## src/rtl/srf_port_arbiter.sv

```systemverilog
// srf_port_arbiter: round-robin sharing of the SRF read port (dual-source) and write port among NUM_REQ requesters
// Optional feature macro: SRF_ARB_RAW_STALL_EN (stall reads that collide with a same-cycle granted write)
module srf_port_arbiter #(
  parameter int NUM_STREAM_ID = 5,
  parameter int NUM_REQ = 4,
  parameter int REQ_ID_W = $clog2(NUM_REQ)
) (
  input  logic                                   clk,
  input  logic                                   rst,
  input  logic [NUM_REQ-1:0]                     rd_req_valid,
  input  logic [NUM_REQ-1:0][NUM_STREAM_ID-1:0]  rd_req_src1,
  input  logic [NUM_REQ-1:0][NUM_STREAM_ID-1:0]  rd_req_src2,
  output logic [NUM_REQ-1:0]                     rd_req_ready,
  input  logic [NUM_REQ-1:0]                     wr_req_valid,
  input  logic [NUM_REQ-1:0][NUM_STREAM_ID-1:0]  wr_req_dest,
  output logic [NUM_REQ-1:0]                     wr_req_ready,
  output logic                                   srf_read_enable,
  output logic [NUM_STREAM_ID-1:0]               stream_src1,
  output logic [NUM_STREAM_ID-1:0]               stream_src2,
  output logic                                   srf_write_enable,
  output logic [NUM_STREAM_ID-1:0]               stream_dest,
  output logic [REQ_ID_W-1:0]                    wr_sel,
  output logic                                   rd_rsp_valid,
  output logic [REQ_ID_W-1:0]                    rd_rsp_id
);
  logic [REQ_ID_W-1:0] rd_ptr, wr_ptr, rd_idx, wr_idx, rj, wj;
  logic                rd_found, wr_found, rsp_v;
  logic [NUM_REQ-1:0]  rd_elig;

  // write winner: first valid requester at or above wr_ptr, wrapping; nothing wins during reset
  always_comb begin
    wr_found = 1'b0;
    wr_idx = '0;
    wj = '0;
    for (int o = 0; o < NUM_REQ; o++) begin
      wj = REQ_ID_W'((int'(wr_ptr) + o) % NUM_REQ);
      if (!rst && !wr_found && wr_req_valid[wj]) begin
        wr_found = 1'b1;
        wr_idx = wj;
      end
    end
  end

  assign wr_req_ready     = wr_found ? (NUM_REQ'(1) << wr_idx) : '0;
  assign srf_write_enable = wr_found;
  assign stream_dest      = wr_found ? wr_req_dest[wr_idx] : '0;
  assign wr_sel           = wr_idx;

  // read eligibility: optionally drop readers whose sources hit the stream being written this cycle
  always_comb begin
    rd_elig = '0;
    for (int i = 0; i < NUM_REQ; i++) begin
`ifdef SRF_ARB_RAW_STALL_EN
      rd_elig[i] = rd_req_valid[i] && !(wr_found && (rd_req_src1[i] == stream_dest || rd_req_src2[i] == stream_dest));
`else
      rd_elig[i] = rd_req_valid[i];
`endif
    end
  end

  // read winner: first eligible requester at or above rd_ptr, wrapping; nothing wins during reset
  always_comb begin
    rd_found = 1'b0;
    rd_idx = '0;
    rj = '0;
    for (int o = 0; o < NUM_REQ; o++) begin
      rj = REQ_ID_W'((int'(rd_ptr) + o) % NUM_REQ);
      if (!rst && !rd_found && rd_elig[rj]) begin
        rd_found = 1'b1;
        rd_idx = rj;
      end
    end
  end

  assign rd_req_ready    = rd_found ? (NUM_REQ'(1) << rd_idx) : '0;
  assign srf_read_enable = rd_found;
  assign stream_src1     = rd_found ? rd_req_src1[rd_idx] : '0;
  assign stream_src2     = rd_found ? rd_req_src2[rd_idx] : '0;

  // a reset arriving while read data is on the bus cancels that response
  assign rd_rsp_valid = rsp_v && !rst;

  // pointers advance past each winner; the response tracks the read issued last cycle
  always_ff @(posedge clk) begin
    if (rst) begin
      rd_ptr <= '0;
      wr_ptr <= '0;
      rsp_v <= 1'b0;
      rd_rsp_id <= '0;
    end else begin
      if (wr_found) wr_ptr <= (wr_idx == REQ_ID_W'(NUM_REQ - 1)) ? '0 : wr_idx + 1'b1;
      if (rd_found) rd_ptr <= (rd_idx == REQ_ID_W'(NUM_REQ - 1)) ? '0 : rd_idx + 1'b1;
      rsp_v <= rd_found;
      rd_rsp_id <= rd_idx;
    end
  end
endmodule
```

## config.mk

```make
export PLATFORM = sky130hd
export DESIGN_NAME = srf_port_arbiter
export DESIGN_NICKNAME = d
export VERILOG_FILES = /design/src/rtl/srf_port_arbiter.sv
export SDC_FILE = /design/constraint.sdc
export NUM_CORES = 1
export LEC_CHECK = 0
export CORE_MARGIN = 1
export CORE_UTILIZATION = 30
export CTS_BUF_LIST = sky130_fd_sc_hd__clkbuf_8
export DETAILED_ROUTE_END_ITERATION = 6
export PLACE_DENSITY = 0.74
export SYNTH_ARGS = -nofsm -noshare
export SYNTH_HDL_FRONTEND = slang
export SYNTH_SLANG_ARGS = --single-unit
```

## constraint.sdc

```tcl
create_clock -name clk -period 3.5 [get_ports clk]
set_input_delay 0.7 -clock clk [delete_from_list [all_inputs] [get_ports clk]]
set_output_delay 0.7 -clock clk [all_outputs]
set_load 0.01 [all_outputs]
```

; After elaboration in Yosys (flattened, before gate mapping)
; Cells that the tools add are included.
[totals]
word_cells = 93
input_bits = 70
reg_bits = 7
output_inout_bits = 30
[classes]
reduce_logical = 22
order_cmp = 10
n_eq_ne = 2
n_mux = 45
n_addsub = 8
shift = 2
[op_table]
columns = op, count
row1 = 5-bit binary-select mux with 2-bit select, 3
row2 = 2-bit by 3-bit less-than comparator with 1-bit output (second input constant), 10
row3 = 5-bit 2-to-1 mux, 6
row4 = 2-bit 2-to-1 mux, 10
row5 = 1-bit binary-select mux with 2-bit select, 8
row6 = 1-bit 2-to-1 mux, 16
row7 = 1-bit logical AND, 15
row8 = 2-bit by 1-bit adder with 2-bit output (second input constant), 4
row9 = 2-bit adder (second input constant), 4
row10 = 4-bit 2-to-1 mux, 2
row11 = 1-bit by 2-bit << shifter with 4-bit output (first input constant), 2
row12 = 1-bit logical NOT, 7
row13 = 2-bit equality test (second input constant), 2

; Longest topological paths before layout
; Gate-level depths: netlist of run 1.
[logic_depth]
word_depth = 19
depth_mapped = 11
ltp_nobuf = 9

; Worst setup path before layout of run 1
; No wires, ideal clock.
[synth_path]
path_type = input to output
from = input port rd_req_valid[1]
to = output port stream_src1[0]
t_required_ns = 2.800
path_buffers = 2
path_slack_ns = 0.566
path_stages = 8
t_arrival_ns = 2.234
path_cell_list = buf_2 > nor2_1 > nor3_1 > a221o_1 > o22ai_2 > buf_4 > mux2i_1 > o22ai_1
[synth_via]
elab_chain_cells = 19
elab_cells_between_ends = 29
cone_classes = 19 x mux / 10 x reduce/logical
[synth_lines]
columns = item, line_no
row1 = from (decl), 10  ; input logic [NUM_REQ-1:0] rd_req_valid,
row2 = 1-bit binary-select mux with 2-bit select, 68  ; if (!rst && !rd_found && rd_elig[rj]) begin
row3 = 1-bit 2-to-1 mux (implied by the code), 68
row4 = 1-bit logical AND, 68
row5 = 1-bit 2-to-1 mux, 68
row6 = 1-bit logical NOT, 68
row7 = 1-bit logical AND (2 in series), 68
row8 = 1-bit 2-to-1 mux, 68
row9 = 1-bit logical NOT, 68
row10 = 1-bit logical AND (2 in series), 68
row11 = 1-bit 2-to-1 mux, 68
row12 = 1-bit logical NOT, 68
row13 = 1-bit logical AND (2 in series), 68
row14 = 2-bit 2-to-1 mux, 68
row15 = 5-bit binary-select mux with 2-bit select, 77  ; assign stream_src1 = rd_found ? rd_req_src1[rd_idx] : '0;
row16 = 5-bit 2-to-1 mux (implied by the code), 77
row17 = 5-bit 2-to-1 mux (*), 77
row18 = to (decl), 18  ; output logic [NUM_STREAM_ID-1:0] stream_src1,
; Every way passes the cells marked *; elsewhere a longest branch is shown, timed or not. The select of a mux whose other input is x is not followed.

; Final worst setup path of run 1
[layout_path]
from = input port wr_req_valid[3]
to = output port wr_req_ready[1]
[layout_via]
elab_chain_cells = 18
elab_cells_between_ends = 28
cone_classes = 1 x shift / 17 x mux / 10 x reduce/logical
[layout_lines]
columns = item, line_no
row1 = from (decl), 14  ; input logic [NUM_REQ-1:0] wr_req_valid,
row2 = 1-bit binary-select mux with 2-bit select, 37  ; if (!rst && !wr_found && wr_req_valid[wj]) begin
row3 = 1-bit 2-to-1 mux (implied by the code), 37
row4 = 1-bit logical AND, 37
row5 = 1-bit 2-to-1 mux, 37
row6 = 1-bit logical NOT, 37
row7 = 1-bit logical AND (2 in series), 37
row8 = 1-bit 2-to-1 mux, 37
row9 = 1-bit logical NOT, 37
row10 = 1-bit logical AND (2 in series), 37
row11 = 1-bit 2-to-1 mux, 37
row12 = 1-bit logical NOT, 37
row13 = 1-bit logical AND (2 in series), 37
row14 = 2-bit 2-to-1 mux, 37
row15 = 1-bit by 2-bit << shifter with 4-bit output, 44  ; assign wr_req_ready = wr_found ? (NUM_REQ'(1) << wr_idx) : '0;
row16 = 4-bit 2-to-1 mux (*), 44
row17 = to (decl), 16  ; output logic [NUM_REQ-1:0] wr_req_ready,
; Marked as above.

==> results of run 1 <==
what timing repair did:
item,4_1_cts,5_1_grt
setup buffers,6,3
pin swaps,7,7
cloned,1,1
endpoints found under the setup margin,24,18
hold buffers,0,0
gates resized for setup,42,35
routing by layer:
metal | wire (um) | vias to the layer above | track usage, %
met5 | 0 | - | 0
met4 | 78 | 0 | 6.12
met3 | 239 | 12 | 6.59
met2 | 2570 | 48 | 37.0
met1 | 2030 | 840 | 23.6
li1 | - | 876 | -
worst min-delay path by stage:
stage	depth (start not counted)	endpoint	from
finish	3	wr_ptr[1]	wr_ptr[1]
global route	2	rd_ptr[0]	rd_ptr[0]
CTS	3	wr_ptr[1]	wr_ptr[1]
detailed placement	2	rd_ptr[0]	rd_ptr[0]
global placement	2	rd_ptr[0]	rd_ptr[0]
floorplan	3	wr_ptr[1]	wr_ptr[1]
area by class of cell:
type                       instances  area (um2)
multi-input combinational        139        1130
clock inverter                     1        3.75
inverter                           8        30.0
fill                             348        1350
timing repair buffer             138        1300
sequential                         7         140
tap                               50        62.6
clock buffer                       3        41.3
cells by family after synthesis:
family / count (synthesis) / share of synthesized area (%)
buf+inv: 21 / 9.84
simple gates: 56 / 22.2
fa+ha+maj: 2 / 1.95
xor+xnor: 1 / 0.682
mux: 36 / 28.4
flops: 7 / 10.9
compound gates: 44 / 26.0
critical path, stage by stage:
cell and delay [ns]:
dlygate4sd2_1 0.27, and3b_2 0.21, o221ai_2 0.18, a21bo_4 0.28, nor4_2 0.31, nor3_2 0.07
buf_4 0.16, buf_12 0.13, and2_2 0.15, dlygate4sd2_1 0.28
registers in the layout (all words and copies together), names as in the netlist:
register   flops
rd_ptr         2
rd_rsp_id      2
wr_ptr         2
rsp_v          1
metrics by stage:
stage               utilization (%)  instance area (um2)
floorplan                         -                 1280
global placement               61.6                 2500
detailed placement             61.6                 2500
CTS                            64.5                 2620
global route                   66.7                 2710
finish                         66.7                 2710
power groups by stage:
stage	Sequential (mW)	Combinational [mW]	Clock, mW
after detailed placement	0.115	1.04	0
after global placement	0.115	1.02	0
final	0.117	1.15	0.110
after global routing	0.119	1.23	0.125
after floorplan	0.112	0.584	0
after CTS	0.115	1.03	0.114
cells in the final DEF (no fill, tap or decap), types with 5 or more instances in the layout:
| cell | Yosys | layout |
|---|---|---|
| clkbuf_2 | 0 | 10 |
| nor3_1 | 6 | 5 |
| buf_4 | 3 | 33 |
| mux2i_1 | 33 | 27 |
| dfxtp_1 | 7 | 7 |
| nand2_1 | 8 | 6 |
| nor2b_1 | 7 | 6 |
| nor2_1 | 18 | 16 |
| mux2i_2 | 0 | 6 |
| dlygate4sd2_1 | 0 | 20 |
| clkdlybuf4s50_1 | 0 | 67 |
| o22ai_1 | 17 | 17 |
| inv_1 | 8 | 9 |
| a21oi_1 | 8 | 7 |
==> out/summary.txt, run 1 <==
Sequential share of power -> 8.5%
Initial core utilization -> 31.6%
Slew @ Worst Pin -> 0.465 ns
GRT overflow -> 0
Req. time, crit path -> 2.80 ns
Routed wire length -> 4.92 mm
Root buf cell -> clkbuf_8
Hold WS -> 0.658 ns
Share of post-route cells with drive strength above 1 -> 28.4%
Avg Cell Area, Syn -> 7.69 um2
Max Fclk -> 290 MHz
Synth Cell Area -> 1280 um2
Clock buffer count from CTS -> 3
Post-Syn Instances -> 167
Clock Tree Buf Depth -> 2
Via/cell ratio -> 5.13
Int Pwr -> 0.800 mW
#FFs+latches synth -> 7
Vias -> 1776
Remaining routing DRC violations -> 0
Minimum clock period -> 3.45 ns
Maximum VDD drop -> 0.272 mV
CP Capture Type -> output port
Pwr Total -> 1.38 mW
R2R Path End -> wr_ptr[1]
Critical path capture point -> wr_req_ready[1]
Max-slew violations -> 0
Clk sinks -> 7
Setup crit start -> wr_req_valid[3]
First-pass GRT wire length -> 7.22 mm
Hold crit path type -> reg -> reg
Reg clk slew, reported paths -> 0.04 ns
Leakage -> 1.19 nW
Unique masters post-synth -> 43
Max Cap Violations -> 0
CP max FO -> 7
Post-synth ARST share -> 0%
Initial antenna violation count -> 0
Row count -> 23
Placer Congestion -> 0.778
Critical Path Start Type -> input pin
Max H-tree Level -> 1
Worst-skew pair later-pin latency -> 0.23 ns
Ranking of synthesized cells by area -> mux2i_1 26%, dfxtp_1 11%, o22ai_1 8.3%, nor2_1 5.3%, nor2b_1 3.4%
Die W -> 67.4 um
First-pass DRT Iterations -> 6
Final nets -> 369
Worst r2r src -> wr_ptr[0]
CTS tree -> yes
Post-synth top cells -> 33 x mux2i_1, 18 x nor2_1, 17 x o22ai_1
Clk pwr share -> 8.0%
Die Area -> 4540 um2
I/O pin count -> 100
Total net switching power -> 0.582 mW
Number of global-route vias before repair -> 1637
Synth area leader -> mux2i_1
Top-count cell post-synth -> mux2i_1
Die Span Y -> 67.4 um
Port Buffer Count -> 99
Critical path type -> in -> out
Final Worst Setup Slack -> 0.0501 ns
CP arrival -> 2.75 ns
Setup violators final -> 0
Status -> finished, final reports clean
Register area share after synthesis -> 10.9%
GRT Overall Usage -> 20.8%
Yosys warns -> 0
Post-DP HPWL -> 3.58 mm
Initial DRC count -> 105
Pre-CTS WS -> -0.474 ns
Worst Clk Skew -> 0.00412 ns
Share of the synthesized area in the top cell type -> 25.7%
Final critical-path share of the clock period -> 98.6%
EDFF count, synth -> 0
Setup_tns -> 0 ns
Sw frac -> 42.1%
Detail Route Antenna Nets -> 0
Post-synth top flop -> dfxtp_1
Core Footprint -> 4060 um2
Post-DR wirelength/cell -> 14.2 um
Post-synthesis net count -> 239
N_diodes -> 0
Final std cells w/o fill -> 346
Fin. Hold Viols -> 0
Placed cells -> 331
Worst reg-to-reg path cell count -> 10
Worst R2R Setup Slack -> 1.17 ns
Rel. slew slack -> 68.7%
Largest net degree at the start of global routing -> 15
Comb pwr share -> 83.5%
Synth-to-layout area growth -> 111%
Pwr dens -> 511 nW/um2
(Power assumes the default switching activity.)
==> run 2, diff against run 1 <==
--- a/config.mk
+++ b/config.mk
@@ -10,6 +10,7 @@
 export CTS_BUF_LIST = sky130_fd_sc_hd__clkbuf_8
 export DETAILED_ROUTE_END_ITERATION = 6
 export PLACE_DENSITY = 0.74
+export SLEW_MARGIN = 15
 export SYNTH_ARGS = -nofsm -noshare
 export SYNTH_HDL_FRONTEND = slang
 export SYNTH_SLANG_ARGS = --single-unit
==> results of run 2 <==
Same layout as run 1: the final DEF is identical, and so are final timing and power.
==> patch 1 (settings of run 1) <==
Build with the macro `SRF_ARB_RAW_STALL_EN` defined.
--- a/src/rtl/srf_port_arbiter.sv
+++ b/src/rtl/srf_port_arbiter.sv
@@ -2,2 +2,4 @@
 // Optional feature macro: SRF_ARB_RAW_STALL_EN (stall reads that collide with a same-cycle granted write)
+`define SRF_ARB_RAW_STALL_EN
+
 module srf_port_arbiter #(
Function: not settled (the Yosys comparison gave no result); the edit may change what the design does.
==> patch 1 against run 1 <==
  * The run now ends with setup timing left
  * First-iteration DRC count up 76%
  * Worst hold slack improved by 0.036 ns
  * Setup slack worse by 1.7 ns
  * Largest power group unchanged
  * Total power is 40% higher
  * Sequential cell count did not move
  * Routed wire length grew 130%
  * Synthesized area grew 67%
  * Design area increased by 86%
==> patch 1: results (changes against run 1) <==
----------------------------------------------------
[Critical path]
  Launch point of the worst reg-to-reg path ... wr_ptr[1] (was wr_ptr[0])
  Delay of the slowest critical-path stage ... 0.41 ns (was 0.31 ns)
  Data arrival time of the critical path ... 4.50 ns (was 2.75 ns)
  Slowest stage cell, crit path ... a221o_1 (was nor4_2)
  Timing startpoint of the critical path ... wr_req_valid[0] (was wr_req_valid[3])
  Capturing point of the worst reg2reg path ... rd_ptr[1] (was wr_ptr[1])

[Routing]
  Met2 WL post-DR ... 5.81 mm (was 2.57 mm)
  First-pass iteration count of the detailed router ... 5 (was 6)
  Routed WL per cell ... 19.9 um (was 14.2 um)
  DR WL met3 ... 610 um (was 239 um)
  Routed metal-1 wirelength ... 4.48 mm (was 2.03 mm)
  Iter 0 DRT Violations ... 185 (was 105)

[Worst hold path]
  Cell depth of the worst min-delay path ... 2 (was 3)
  Worst Hold Endpoint ... rd_ptr[0] (was wr_ptr[1])

[Yosys]
  Mux cell area share after synthesis ... 9.35% (was 28.4%)
  Dominant cells by area after synthesis ... xnor2_1, mux2i_1, a221oi_1 (was mux2i_1, dfxtp_1, o22ai_1)
  Post-Synth XOR/XNOR Area ... 9.82% (was 0.682%)
  Top cells by count, synth ... xnor2_1, a21oi_1, a221oi_1, mux2i_1, nor2_1 (was mux2i_1, nor2_1, o22ai_1)
  Compound-gate portion of the synthesized area ... 36.8% (was 26.0%)
  Net count after synthesis ... 337 (was 239)
  Adder-cell share of the synthesized area ... 4.68% (was 1.95%)

[Power]
  Leakage component of the power ... 2.12 nW (was 1.19 nW)
  Peak supply drop ... 0.194 mV (was 0.272 mV)

[Clocking]
  Post-cts sizing count ... 189 (was 42)
  Worst-skew pair later-pin latency ... 0.23 ns (about the same)

[GRT]
  Global routing usage summed across all routing layers ... 26.9% (was 20.8%)
  Global-route wire length before repair ... 15.7 mm (was 7.22 mm)
  Pin count of the biggest net entering global routing ... 11 (was 15)
  Met2 demand-to-capacity share in global routing ... 49.2% (was 37.0%)

[Placed design]
  Post-DP Area ... 3810 um^2 (was 2500 um^2)
  Hpwl dp ... 6.57 mm (was 3.58 mm)

[Timing]
  Final count of negative-setup-slack endpoints ... 20 (was 0)
  Worst slew pin tran ... 0.501 ns (was 0.465 ns)
  Setup WS post-layout ... -1.70 ns (was 0.0501 ns)

[Status]
  Run status ... finished, violations left (was complete, no violations)
  Violated checks ... setup timing

[Layout]
  Number of nets in the final layout ... 548 (was 369)

----------------------------------------------------
patch 1: cell types whose count changed after synthesis, sizes merged, moves of 6 or more:
cell	before	now
mux2i	33	17
buf	10	16
nand3	3	9
ha	2	8
a21o	1	8
nand2	8	2
xnor2	0	19
and2	3	11
a21oi	8	19
a221oi	0	17
o22ai	18	2
patch 1: critical path: cells and delay by family:
| kind | cells | cell delay (ns) |
|---|---|---|
| mux | 2 | 0.44 |
| buf+inv | 8 | 0.95 |
| compound gates | 8 | 2.06 |
| simple gates | 2 | 0.33 |
patch 1: kinds of logic (layout without fill, tap and decap cells):
family / after synthesis / count (layout)
buffers and inverters: 30 / 239
XOR/XNOR: 24 / 24
flip-flops: 7 / 7
AND/OR/NAND/NOR: 80 / 80
AO/OA/AOI/OAI: 92 / 93
multiplexers: 18 / 18
adder cells (fa/ha/maj): 8 / 8
patch 1: where the power goes:
group / total [mW] / switching (mW) / internal [mW]
clock network: 0.111 / 0.0352 / 0.0758
logic: 1.71 / 0.806 / 0.900
registers: 0.122 / 0.0266 / 0.0954
patch 1: through the flow:
stage               setup slack [ns]  cells  setup TNS (ns)  hold slack (ns)
floorplan                      -1.09    259          -16.59            0.571
global placement               -2.59    508          -49.16            0.629
detailed placement             -2.57    508          -48.83            0.634
CTS                            -1.43    552          -21.76            0.668
global route                   -1.84    565          -28.59            0.704
finish                         -1.70    565          -25.57            0.693
patch 1: final cells by class:
| cell class | count | area [um^2] |
|---|---|---|
| Timing Repair Buffer | 221 | 2130 |
| Sequential cell | 7 | 143 |
| Fill cell | 460 | 1810 |
| Inverter | 13 | 77.6 |
| Tap cell | 96 | 120 |
| Timing Repair inverter | 1 | 8.76 |
| Clock buffer | 3 | 41.3 |
| Multi-Input combinational cell | 223 | 2500 |
| Clock inverter | 1 | 3.75 |
==> patch 2 (flow settings as in run 1) <==
Made on the original files. Make the reset (`rst`) asynchronous in one clocked block.
--- a/src/rtl/srf_port_arbiter.sv
+++ b/src/rtl/srf_port_arbiter.sv
@@ -83,3 +83,3 @@
   // pointers advance past each winner; the response tracks the read issued last cycle
-  always_ff @(posedge clk) begin
+  always_ff @(posedge clk or posedge rst) begin
     if (rst) begin
Function: differs if rst is asserted again (counterexample within 4 cycles, from zero or initial values and one cycle with rst high); with rst held inactive, the same outputs for 4 cycles.
==> patch 2 against run 1 <==
  * Combinational power decreased by 20%
  * Routed wire length decreased by 11%
  * Cell count decreased by 13%
  * Synthesized area decreased by 12%
  * Total power decreased by 14%
  * Sequential power increased by 32%
  * Sequential share of layout area increased by 1.8 points
  * Worst hold slack got worse by 0.046 ns
  * Setup slack improved by 0.021 ns
  * Sequential cell count unchanged
  * Design area decreased by 7.8%
  * Critical path depth decreased by 1
  * Critical path type unchanged
==> patch 2: results (changes against run 1) <==
----------------------------------------------------
[Yosys]
  Cells after synthesis ... 132 (was 167)
  Top cells by count, synth ... mux2i_1, o22ai_1, nor2_1, a21oi_1 (was mux2i_1, nor2_1, o22ai_1)
  Part of the Yosys area used for sequential elements ... 15.5% (was 10.9%)
  Fraction of registers with async set or reset after synthesis ... 100% (was 0%)
  Share of the synthesized area in the top cell type ... 27.5% (was 25.7%)
  Net count after synthesis ... 204 (was 239)
  Dominant cells by area after synthesis ... mux2i_1, dfrtp_1, o22ai_1 (was mux2i_1, dfxtp_1, o22ai_1)

[Routing]
  DR WL met3 ... 273 um (was 239 um)
  First-pass iteration count of the detailed router ... 4 (was 6)
  Iter 0 DRT Violations ... 68 (was 105)
  Met2 WL post-DR ... 2.29 mm (was 2.57 mm)
  Final routed wirelength across all metal layers ... 4.37 mm (was 4.92 mm)
  Routed metal-1 wirelength ... 1.79 mm (was 2.03 mm)
  Routed WL per cell ... 14.5 um (was 14.2 um)

[Critical path]
  Data arrival time of the critical path ... 2.73 ns (was 2.75 ns)
  Slowest stage cell, crit path ... clkdlybuf4s50_1 (was nor4_2)
  Max Fanout on Critical Path ... 4 (was 7)
  Delay of the slowest critical-path stage ... 0.53 ns (was 0.31 ns)

[Placed design]
  Post-DP Area ... 2280 um^2 (was 2500 um^2)
  Placed Cells ... 289 (was 331)
  Hpwl dp ... 3.35 mm (was 3.58 mm)
  Post-placement worst setup slack ... -0.312 ns (was -0.474 ns)

[Layout]
  Buffers outside the clock class ... 127 (was 138)
  Clock Network Area Fraction ... 1.80% (was 1.66%)
  Proportion of cell area occupied by multi-input gates ... 36.5% (was 41.7%)
  Footprint of the multi-input gates ... 911 um^2 (was 1130 um^2)
  Share of post-route cells with drive strength above 1 ... 20.3% (was 28.4%)
  Number of multi-input combinational cells in the layout ... 110 (was 139)
  Number of nets in the final layout ... 329 (was 369)
  Non-clock buffer area fraction after layout ... 51.2% (was 48.0%)

[Timing]
  Final setup skew ... 0.00492 ns (was 0.00412 ns)
  Worst slew pin tran ... 0.392 ns (was 0.465 ns)

[Clocking]
  Post-cts sizing count ... 20 (was 42)
  Post-CTS setup buffers ... 2 (was 6)

[Power]
  Share of total power in combinational logic ... 77.6% (was 83.5%)
  Leakage component of the power ... 1.21 nW (was 1.19 nW)
  Peak supply drop ... 0.252 mV (was 0.272 mV)
  Switching share of power ... 40.0% (was 42.1%)
  Cell Pwr Density ... 475 nW/um^2 (was 511 nW/um^2)

[GRT]
  Global-route wire length before repair ... 6.57 mm (was 7.22 mm)
  Number of global-route vias before repair ... 1474 (was 1637)
  Global routing usage summed across all routing layers ... 20.6% (was 20.8%)

[Status]
  Run status ... complete, no violations (unchanged)

----------------------------------------------------
[patch 2: path summary, 6_finish.rpt]
path,cells after the start,to,slack (ns),from
setup / recovery,9,wr_req_ready[1],0.07,wr_req_valid[2]
hold / removal,2,wr_ptr[0],0.61,wr_ptr[0]
setup reg to reg,8,rd_ptr[1],1.41,rd_ptr[0]
hold reg to reg,2,wr_ptr[0],0.61,wr_ptr[0]
max in group asynchronous,3,rd_rsp_id[1],2.65,rst
min in group asynchronous,3,rsp_v,0.72,rst
[patch 2: cells by family after synthesis]
family | Yosys count | share of synthesized area, %
mux | 34 | 32.2
flops | 7 | 15.5
simple gates | 34 | 17.4
fa+ha+maj | 2 | 2.22
compound gates | 40 | 24.0
buf+inv | 15 | 8.66
[patch 2: per-layer routing]
| layer | vias to the layer above | global-route usage, % |
|---|---|---|
| li1 | 751 | - |
| met2 | 61 | 37.2 |
| met5 | - | 0 |
| met4 | 0 | 4.55 |
| met1 | 709 | 24.1 |
| met3 | 2 | 5.43 |
